[config.mk]
export PLATFORM = sky130hd
export DESIGN_NAME = alu_result_tx
export DESIGN_NICKNAME = d
export VERILOG_FILES = /design/src/rtl/alu_result_tx.sv
export SDC_FILE = /design/constraint.sdc
export NUM_CORES = 1
export LEC_CHECK = 0
export ABC_AREA = 1
export BUFFER_PORTS_ARGS = -buffer_cell sky130_fd_sc_hd__clkbuf_2
export CAP_MARGIN = 20
export CORE_ASPECT_RATIO = 1.1
export CORE_MARGIN = 8
export CORE_UTILIZATION = 50
export DETAILED_ROUTE_END_ITERATION = 16
export PLACE_DENSITY_LB_ADDON = 0.05
export SYNTH_ARGS = -nofsm -noshare
export SYNTH_HDL_FRONTEND = slang
export SYNTH_SLANG_ARGS = --single-unit
[constraint.sdc]
create_clock -name clk -period 2.1 [get_ports clk]
set_input_delay 0.105 -clock clk [delete_from_list [all_inputs] [get_ports clk]]
set_output_delay 0.105 -clock clk [all_outputs]
set_load 0.05 [all_outputs]
[src/rtl/alu_result_tx.sv]
// rtl/alu_result_tx.sv - serial transmitter for ALU result bytes (start, 8 data LSB first, stop).
// Define ALU_TX_PARITY_EN to insert an even-parity bit after data bit 7.
module alu_result_tx #(
   parameter int CLKS_PER_BIT = 16
) (
   input  logic       clk,
   input  logic       rst_n,
   input  logic       ena,
   input  logic [7:0] data_in,
   input  logic       valid,
   output logic       ready,
   output logic       tx,
   output logic       busy
);

`ifdef ALU_TX_PARITY_EN
   typedef enum logic [2:0] {IDLE, START, DATA, PARITY, STOP} state_t;
`else
   typedef enum logic [2:0] {IDLE, START, DATA, STOP} state_t;
`endif

   localparam logic [15:0] BAUD_RELOAD = 16'(CLKS_PER_BIT - 1);

   state_t      state;
   logic [15:0] baud_cnt;
   logic [2:0]  bit_idx;
   logic [7:0]  shift_reg;

   assign ready = ena && (state == IDLE);

   always_ff @(posedge clk or negedge rst_n) begin
      if (!rst_n) begin
         state     <= IDLE;
         baud_cnt  <= '0;
         bit_idx   <= '0;
         shift_reg <= '0;
         tx        <= 1'b1;
         busy      <= 1'b0;
      end else if (ena) begin
         if (state == IDLE) begin
            if (valid) begin
               shift_reg <= data_in;
               state     <= START;
               tx        <= 1'b0;
               busy      <= 1'b1;
               baud_cnt  <= BAUD_RELOAD;
               bit_idx   <= '0;
            end
         end else if (baud_cnt != 16'd0) begin
            baud_cnt <= baud_cnt - 16'd1;
         end else begin
            // bit boundary: reload the counter and present the next bit
            baud_cnt <= BAUD_RELOAD;
            case (state)
               START: begin
                  state <= DATA;
                  tx    <= shift_reg[0];
               end
               DATA: begin
                  if (bit_idx == 3'd7) begin
                     bit_idx <= '0;
`ifdef ALU_TX_PARITY_EN
                     state   <= PARITY;
                     tx      <= ^shift_reg;
`else
                     state   <= STOP;
                     tx      <= 1'b1;
`endif
                  end else begin
                     bit_idx <= bit_idx + 3'd1;
                     tx      <= shift_reg[bit_idx + 3'd1];
                  end
               end
`ifdef ALU_TX_PARITY_EN
               PARITY: begin
                  state <= STOP;
                  tx    <= 1'b1;
               end
`endif
               STOP: begin
                  state <= IDLE;
                  tx    <= 1'b1;
                  busy  <= 1'b0;
               end
               default: begin
                  state <= IDLE;
                  tx    <= 1'b1;
                  busy  <= 1'b0;
               end
            endcase
         end
      end
   end

endmodule
=== Word-level counts from Yosys, hierarchy flattened ===
Cells that the tools add are included.

* Multiplexer cells: 24
* Order comparisons: 1
* Add/subtract/negate cells: 2
* Equal/unequal tests: 7
* Reductions and logical operators: 11

{| class="wikitable"
|+ Operators with widths
! kind !! count
|-
| $mux W16 || 3
|-
| $mux W3 || 9
|-
| $reduce_bool A16 Y1 || 1
|-
| $sub A16 B1 Y16 const B || 1
|-
| $reduce_and A4 Y1 || 3
|-
| $mux W1 || 9
|-
| $pmux W3 S2 || 1
|-
| $reduce_and A3 Y1 || 2
|-
| $lt A3 B4 Y1 const B || 1
|-
| $ne A2 B2 Y1 const B || 2
|-
| $add A3 B1 Y3 const B || 1
|-
| $bmux W1 S3 || 1
|-
| $eq A3 B1 Y1 const B || 1
|-
| $eq A3 B2 Y1 const B || 1
|-
| $eq A3 B3 Y1 const B || 1
|-
| $logic_not A3 Y1 || 1
|-
| $ne A3 B3 Y1 const B || 1
|-
| $ne A2 B1 Y1 const B || 1
|-
| $pmux W1 S2 || 1
|-
| $reduce_and A2 Y1 || 1
|-
| $reduce_bool A2 Y1 || 1
|-
| $reduce_or A2 Y1 || 1
|-
| $logic_and A1 B1 Y1 || 1
|}

* Bits in registers: 32
* Input bits: 12
* Word-level logic and storage cells: 51
* Output and inout bits: 3

=== Longest topological paths before layout ===
Gate-level depths: netlist of the first run.

* Word-level depth: 7
* Gate-level depth with buffers: 11
* Gate-level depth less buffers: 11

=== Worst setup path after synthesis of the first run ===
Ideal clock, no wire load.

* Kind: register to register
* Start point: reg state[0]
* End point: reg shift_reg[0]
* Clock period less this slack: 1.784 ns
* Data arrival time: 1.659 ns
* Setup time: 0.125 ns
* Path slack: 0.316 ns
* Data required time: 1.975 ns
* Stages on the path, launching flop included: 7
* Path buffers: 0
* Cells stage by stage: dfrtp_1 -> inv_1 -> ha_1 -> nand2_1 -> inv_1 -> nand2_1 -> mux2_2

* Longest elaborated chain between the ends: 2

{| class="wikitable"
|+ RTL lines
! what !! line !! text
|-
| start: declaration || 24 || <nowiki>state_t state;</nowiki>
|-
| start signal: assignment || 33 || <nowiki>state <= IDLE;</nowiki>
|-
| start signal: assignment || 43 || <nowiki>state <= START;</nowiki>
|-
| start signal: assignment || 56 || <nowiki>state <= DATA;</nowiki>
|-
| $logic_not A3 Y1 || 40 || <nowiki>if (state == IDLE) begin</nowiki>
|-
| $reduce_and A3 Y1 (no line) || - ||
|-
| end signal: assignment || 42 || <nowiki>shift_reg <= data_in;</nowiki>
|-
| end: declaration || 27 || <nowiki>logic [7:0] shift_reg;</nowiki>
|}

No other way between the ends.
A chain may end at the register's enable or synchronous reset.

=== Worst setup path after layout of the first run ===
* Start point: reg state[0]
* End point: reg baud_cnt[11]

* Longest elaborated chain between the ends: 3
* Elaborated cells between the ends (all ways): 4
* Those cells by class: eq/ne (1); mux (1); reduce/logical (2)

{| class="wikitable"
|+ RTL lines
! what !! line !! text
|-
| $logic_not A3 Y1 * || 40 ||
|-
| $ne A2 B2 Y1 (no line) || - ||
|-
| $reduce_and A2 Y1 (no line) || - ||
|-
| end signal: assignment || 50 || <nowiki>baud_cnt <= baud_cnt - 16'd1;</nowiki>
|-
| end: declaration || 25 || <nowiki>logic [15:0] baud_cnt;</nowiki>
|}

Mark *: on every way between the ends. The rest lies on a longest branch, timed or not.

==> results.json, run 1 <==
{
  "grt_first_pass_wirelength_microns": 6580,
  "hpwl_microns": 2730,
  "synth_area_sq_mm": 0.00171,
  "cts_root_buf": "clkbuf_4",
  "clock_sinks": 31,
  "yosys_warnings": 0,
  "ant_nets": 0,
  "synthDominantAreaCellType": "dfrtp_1",
  "vdd_drop_max_mv": 0.648,
  "synth.area.top_cells": "dfrtp_1 (44%), nand2_1 (13%), nor2_1 (6.8%), inv_1 (5.9%), mux2_2 (5.3%)",
  "start_util": 0.518,
  "ff2ff_setup_slack_ns": 0.29,
  "num_vias": 1448,
  "p_leak_nw": 1.04,
  "synth_fp_nets": 231,
  "grt_setup_unrepaired": "no",
  "yosysMostFrequentCell": "nand2_1",
  "async_flop_share": 1.00,
  "cp_data_arrival_time_ns": 2.05,
  "slew_violations": 0,
  "finalSetupTns_ns": 0,
  "dieArea_sq_mm": 0.00555,
  "ys_seq_area_frac": 0.454,
  "clk_pin_slew_ns": 0.10,
  "htree_levels": 2,
  "powerDensity_mw_per_mm2": 1160,
  "max_stage_delay_ns": 0.39,
  "path_class": "flip-flop to flip-flop",
  "drtIter0Drc": 82,
  "finalClockSkew_ns": 0.0147,
  "grt_max_degree": 32,
  "maxSlewHeadroom": 0.479,
  "fillCellCount": 299,
  "grt_pass1_vias": 1562,
  "postCtsSetupBuffers": 0,
  "seq_area_sq_um": 777,
  "wirelength_microns": 3700,
  "drc": 0,
  "cts_max_path_buffers": 2,
  "diodes": 0,
  "die_x_microns": 71.8,
  "synth_edf_count": 0,
  "viasPerCell": 5.19,
  "antenna_found_initial": 0,
  "period_minus_slack_ns": 1.81,
  "hold_end": "shift_reg[6]",
  "cts_tree": "yes",
  "rr_startpoint": "state[0]",
  "crit_chain": "inv_1 -> ha_1 -> inv_2 -> o21ai_4 -> nor2_1 -> nand3_1 -> o21ai_0 -> nor2_1",
  "reg2reg_depth": 8,
  "ys_ff_latch": 31,
  "cp-end-kind": "flip-flop",
  "synth_common_cells": "nand2_1 (57), nor2_1 (31), dfrtp_1 (30)",
  "ios": 15,
  "cts_buffers": 5,
  "critPathRequiredTime_ns": 2.34,
  "fmax_mhz": 552,
  "die_y_microns": 77.3,
  "p_total_mw": 2.31,
  "finalHoldViolCount": 0,
  "synth.top_cell.area_share": 0.439,
  "holdPathStages": 2,
  "hold_class": "input port to flip-flop",
  "largest_reg_flops": 16,
  "final_nets": 260,
  "drive_gt1_frac": 0.169,
  "place.gp.congestion": 0.854,
  "multi_input_area_sq_um": 822,
  "startpoint_type": "flip-flop",
  "synthFlopType": "dfrtp_1",
  "synth_cell_types": 25,
  "r2r_end": "baud_cnt[11]",
  "status": "finished clean",
  "grt_usage": 0.147,
  "timing.final.crit_share": 0.863,
  "overflow": 0,
  "synthCells": 213,
  "cap_violations": 0,
  "rows": 22,
  "cp_max_fo": 7,
  "finalSetupViolations": 0,
  "numPortBuffers": 14,
  "wire_per_inst_microns": 13.2,
  "cp_slowest_cell": "dfrtp_1",
  "area_growth_pct": 16.5,
  "clock_latency_ns": 0.34,
  "tightest_slew_ns": 0.782,
  "core_sq_mm": 0.00330,
  "avgSynthCellArea_sq_um": 8.03,
  "first_pass_iters": 5,
  "cpMostUsedCell": "nor2_1",
  "worstHoldStart": "data_in[6]"
}
[cells by family after synthesis]
| family | count (synthesis) | share of synthesized area |
|---|---|---|
| and+or+nand+nor | 117 | 0.290 |
| DFF | 31 | 0.454 |
| buffers and inverters | 29 | 0.0651 |
| AOI/OAI and AO/OA | 15 | 0.0585 |
| muxes | 8 | 0.0527 |
| xor gates and xnor gates | 7 | 0.0358 |
| adders and majority gates | 6 | 0.0439 |
[final cells by class]
type                    instances  area share
clock buffers                   6      0.0258
clock inverters                 2      0.0176
inverters                      29      0.0559
multi-input cells             153       0.413
flip-flops and latches         31       0.390
well taps                      36      0.0226
repair buffers                 22      0.0754
[placed cells by master (no fill, tap or decap), types with 2 or more instances in the layout]
cell type,netlist,layout
clkbuf_4,0,5
inv_1,27,27
mux2_2,8,8
o21ai_1,4,4
nand2_2,3,3
dfrtp_1,30,30
a21oi_1,2,2
nand2_1,57,57
dlygate4sd3_1,0,8
clkbuf_2,0,14
nor2_1,31,31
nand3b_1,2,2
nand3_1,17,17
o21ai_0,6,6
ha_1,6,6
nor2_2,2,2
xor2_1,7,7
[through the flow]
| stage | hold slack [ns] | std cells | cell area (sq um) | utilization | worst slack (ns) |
|---|---|---|---|---|---|
| after floorplan | -0.191 | 213 | 1710 | - | 0.316 |
| after global placement | 0.208 | 263 | 1830 | 0.553 | 0.379 |
| after detailed placement | 0.220 | 263 | 1830 | 0.553 | 0.311 |
| after CTS | 0.00535 | 279 | 1990 | 0.603 | 0.296 |
| after global routing | 0.00953 | 279 | 1990 | 0.603 | 0.150 |
| final | 0.0143 | 279 | 1990 | 0.603 | 0.288 |
[worst max-delay path: cells and delay by family (launching register included)]
family	cells	cell delay, ns
compound gates	2	0.30
buf+inv	2	0.24
flops	1	0.39
fa+ha+maj	1	0.26
simple gates	3	0.54
[metal layers]
layer  global-route usage  up-vias  part of all wire
met5                    0        -                 0
met2                0.273       39              0.56
met4               0.0675        0             0.019
li1                     -      729                 -
met1                0.146      673              0.38
met3               0.0424        7             0.038
[power by group]
part | switching, mW | internal [mW]
logic | 0.585 | 0.345
clock network | 0.221 | 0.281
registers | 0.115 | 0.768
total | 0.921 | 1.39
[worst max path at each step]
stage / end / slack (ns) / from / cells after the start
5_1_grt: baud_cnt[11] / 0.15 / state[0] / 8
4_1_cts: baud_cnt[11] / 0.30 / state[0] / 8
3_5_place_dp: baud_cnt[11] / 0.31 / state[0] / 8
3_3_place_gp: baud_cnt[11] / 0.38 / state[0] / 8
6_report: baud_cnt[11] / 0.29 / state[0] / 8
2_1_floorplan: shift_reg[0] / 0.32 / state[0] / 6
[what timing repair did]
action                    CTS  global route
hold buffers                8             0
resized for setup           0             0
hold endpoints to repair   37             0
Power figures use the tool's default switching activity.
==> run 2, diff against run 1 <==
--- a/config.mk
+++ b/config.mk
@@ -9,7 +9,6 @@
 export BUFFER_PORTS_ARGS = -buffer_cell sky130_fd_sc_hd__clkbuf_2
 export CAP_MARGIN = 20
 export CORE_ASPECT_RATIO = 1.1
-export CORE_MARGIN = 8
 export CORE_UTILIZATION = 50
 export DETAILED_ROUTE_END_ITERATION = 16
 export PLACE_DENSITY_LB_ADDON = 0.05
==> results.json, run 2 (synthesis results as in run 1) <==
{
  "drtIter0Drc": 73,
  "use_met3": 0.0595,
  "cp-end-kind": "flip-flop",
  "reg2reg_depth": 8,
  "startpoint_type": "flip-flop",
  "wirelength_microns": 3530,
  "slew_violations": 0,
  "final_cell_mix": "nand2_1 (57), nor2_1 (31), dfrtp_1 (30), inv_1 (27), nand3_1 (17)",
  "period_minus_slack_ns": 1.81,
  "finalClockSkew_ns": 0.0106,
  "timing.final.crit_share": 0.862,
  "diodes": 0,
  "die_x_microns": 57.8,
  "internal_power_mw": 1.25,
  "start_util": 0.542,
  "finalSetupViolations": 0,
  "die_y_microns": 63.3,
  "hpwl_microns": 2590,
  "viasPerCell": 5.09,
  "cpMostUsedCell": "nor2_1",
  "cp_data_arrival_time_ns": 2.05,
  "grt_setup_unrepaired": "no",
  "overflow": 0,
  "powerDensity_mw_per_mm2": 1090,
  "rr_startpoint": "state[0]",
  "clk_pin_slew_ns": 0.10,
  "cp_top_family": "simple AND/OR/NAND/NOR gates",
  "place.gp.congestion": 0.927,
  "cp_max_fo": 7,
  "core_sq_mm": 0.00315,
  "area_growth_pct": 14.1,
  "antenna_found_initial": 0,
  "status": "finished clean",
  "clock_latency_ns": 0.34,
  "maxSlewHeadroom": 0.507,
  "grt_first_pass_wirelength_microns": 6220,
  "drc": 0,
  "fin_area_sq_mm": 0.00195,
  "p_clk_frac": 0.155,
  "ant_nets": 0,
  "crit_chain": "inv_1 -> ha_1 -> inv_2 -> o21ai_4 -> nor2_1 -> nand3_1 -> o21ai_0 -> nor2_1",
  "cts_max_path_buffers": 2,
  "cts_tree": "yes",
  "postCtsSetupBuffers": 0,
  "wire_per_inst_microns": 12.7,
  "r2r_end": "baud_cnt[11]",
  "path_class": "flip-flop to flip-flop",
  "vdd_drop_max_mv": 0.586,
  "finalSetupTns_ns": 0,
  "critPathRequiredTime_ns": 2.34,
  "p_leak_nw": 1.02,
  "hold_class": "input port to flip-flop",
  "finalHoldViolCount": 0,
  "cts_buffers": 5,
  "rows": 21,
  "hold_end": "shift_reg[6]",
  "ios": 15,
  "grtUsageMet2": 0.420,
  "placed_area_sq_mm": 0.00182,
  "worstHoldStart": "data_in[6]",
  "clock_sinks": 31,
  "hold_ws_ns": 0.0103,
  "final_common_cell": "nand2_1",
  "largest_reg_flops": 16,
  "numPortBuffers": 14,
  "grtUsageMet1": 0.236,
  "cts_resized": 0,
  "grt_max_degree": 32,
  "grt_pass1_vias": 1462,
  "ff2ff_setup_slack_ns": 0.29,
  "holdPathStages": 2,
  "cp_slowest_cell": "dfrtp_1",
  "cts_root_buf": "clkbuf_4",
  "max_stage_delay_ns": 0.38,
  "grt_usage": 0.228,
  "swShare": 0.417,
  "dieArea_sq_mm": 0.00366,
  "htree_levels": 2,
  "final_nets": 260,
  "seq_power_share": 0.412,
  "drive_gt1_frac": 0.156,
  "p_total_mw": 2.14,
  "cap_violations": 0,
  "first_pass_iters": 4,
  "switchingPower_uw": 891,
  "combPwrFrac": 0.434,
  "tightest_slew_ns": 0.740,
  "num_vias": 1411,
  "path_buf_inv": 2,
  "fmax_mhz": 552,
  "top_usage_layer": "met2"
}
[run 2: cell types whose count changed in the layout (fill, tap and decap cells not counted), sizes merged]
cell and change:
clkbuf +2, clkinv -1, bufinv -1
[run 2: layout make-up]
type | count | area (sq um)
Clock buffer | 8 | 48.8
Fill cell | 286 | 1200
Inverter | 29 | 111
Multi-Input combinational cell | 153 | 822
Sequential cell | 31 | 777
Tap cell | 34 | 42.5
Timing Repair Buffer | 22 | 150
[run 2: layer usage]
layer	share of wire	routed length, microns
met1	0.43	1500
met2	0.54	1910
met4	0.0077	27
met3	0.025	88
met5	0	0
[run 2: worst max-delay path by stage]
stage,start,slack [ns],cells past startpoint,end
floorplan,state[0],0.32,6,shift_reg[0]
global placement,state[0],0.38,8,baud_cnt[11]
detailed placement,state[0],0.28,8,baud_cnt[11]
CTS,state[0],0.26,8,baud_cnt[11]
global route,state[0],0.07,8,baud_cnt[12]
finish,state[0],0.29,8,baud_cnt[11]
[run 2: worst register-to-register path, cell delays in order, from the launching register on]
cell and delay (ns):
dfrtp_1 0.38, inv_1 0.08, ha_1 0.27, inv_2 0.16, o21ai_4 0.12, nor2_1 0.31, nand3_1 0.18, o21ai_0 0.17
nor2_1 0.06
[run 2: metrics by stage]
stage | utilization | setup WS, ns | instances
6_report | 0.619 | 0.290 | 277
3_3_place_gp | 0.578 | 0.381 | 261
3_5_place_dp | 0.578 | 0.278 | 261
2_1_floorplan | - | 0.316 | 213
5_1_grt | 0.619 | 0.0748 | 277
4_1_cts | 0.619 | 0.263 | 277
[run 2: what timing repair did]
action	4_1_cts	5_1_grt
setup endpoints to repair	0	0
hold endpoints to repair	37	0
hold buffers	8	0
[run 2: power by group through the flow]
stage	registers, mW	logic [mW]	clock network, mW
after floorplan	0.897	0.691	0
after global placement	0.887	0.894	0
after detailed placement	0.893	0.913	0
after CTS	0.882	0.931	0.347
after global routing	0.902	1.06	0.372
final	0.880	0.927	0.331
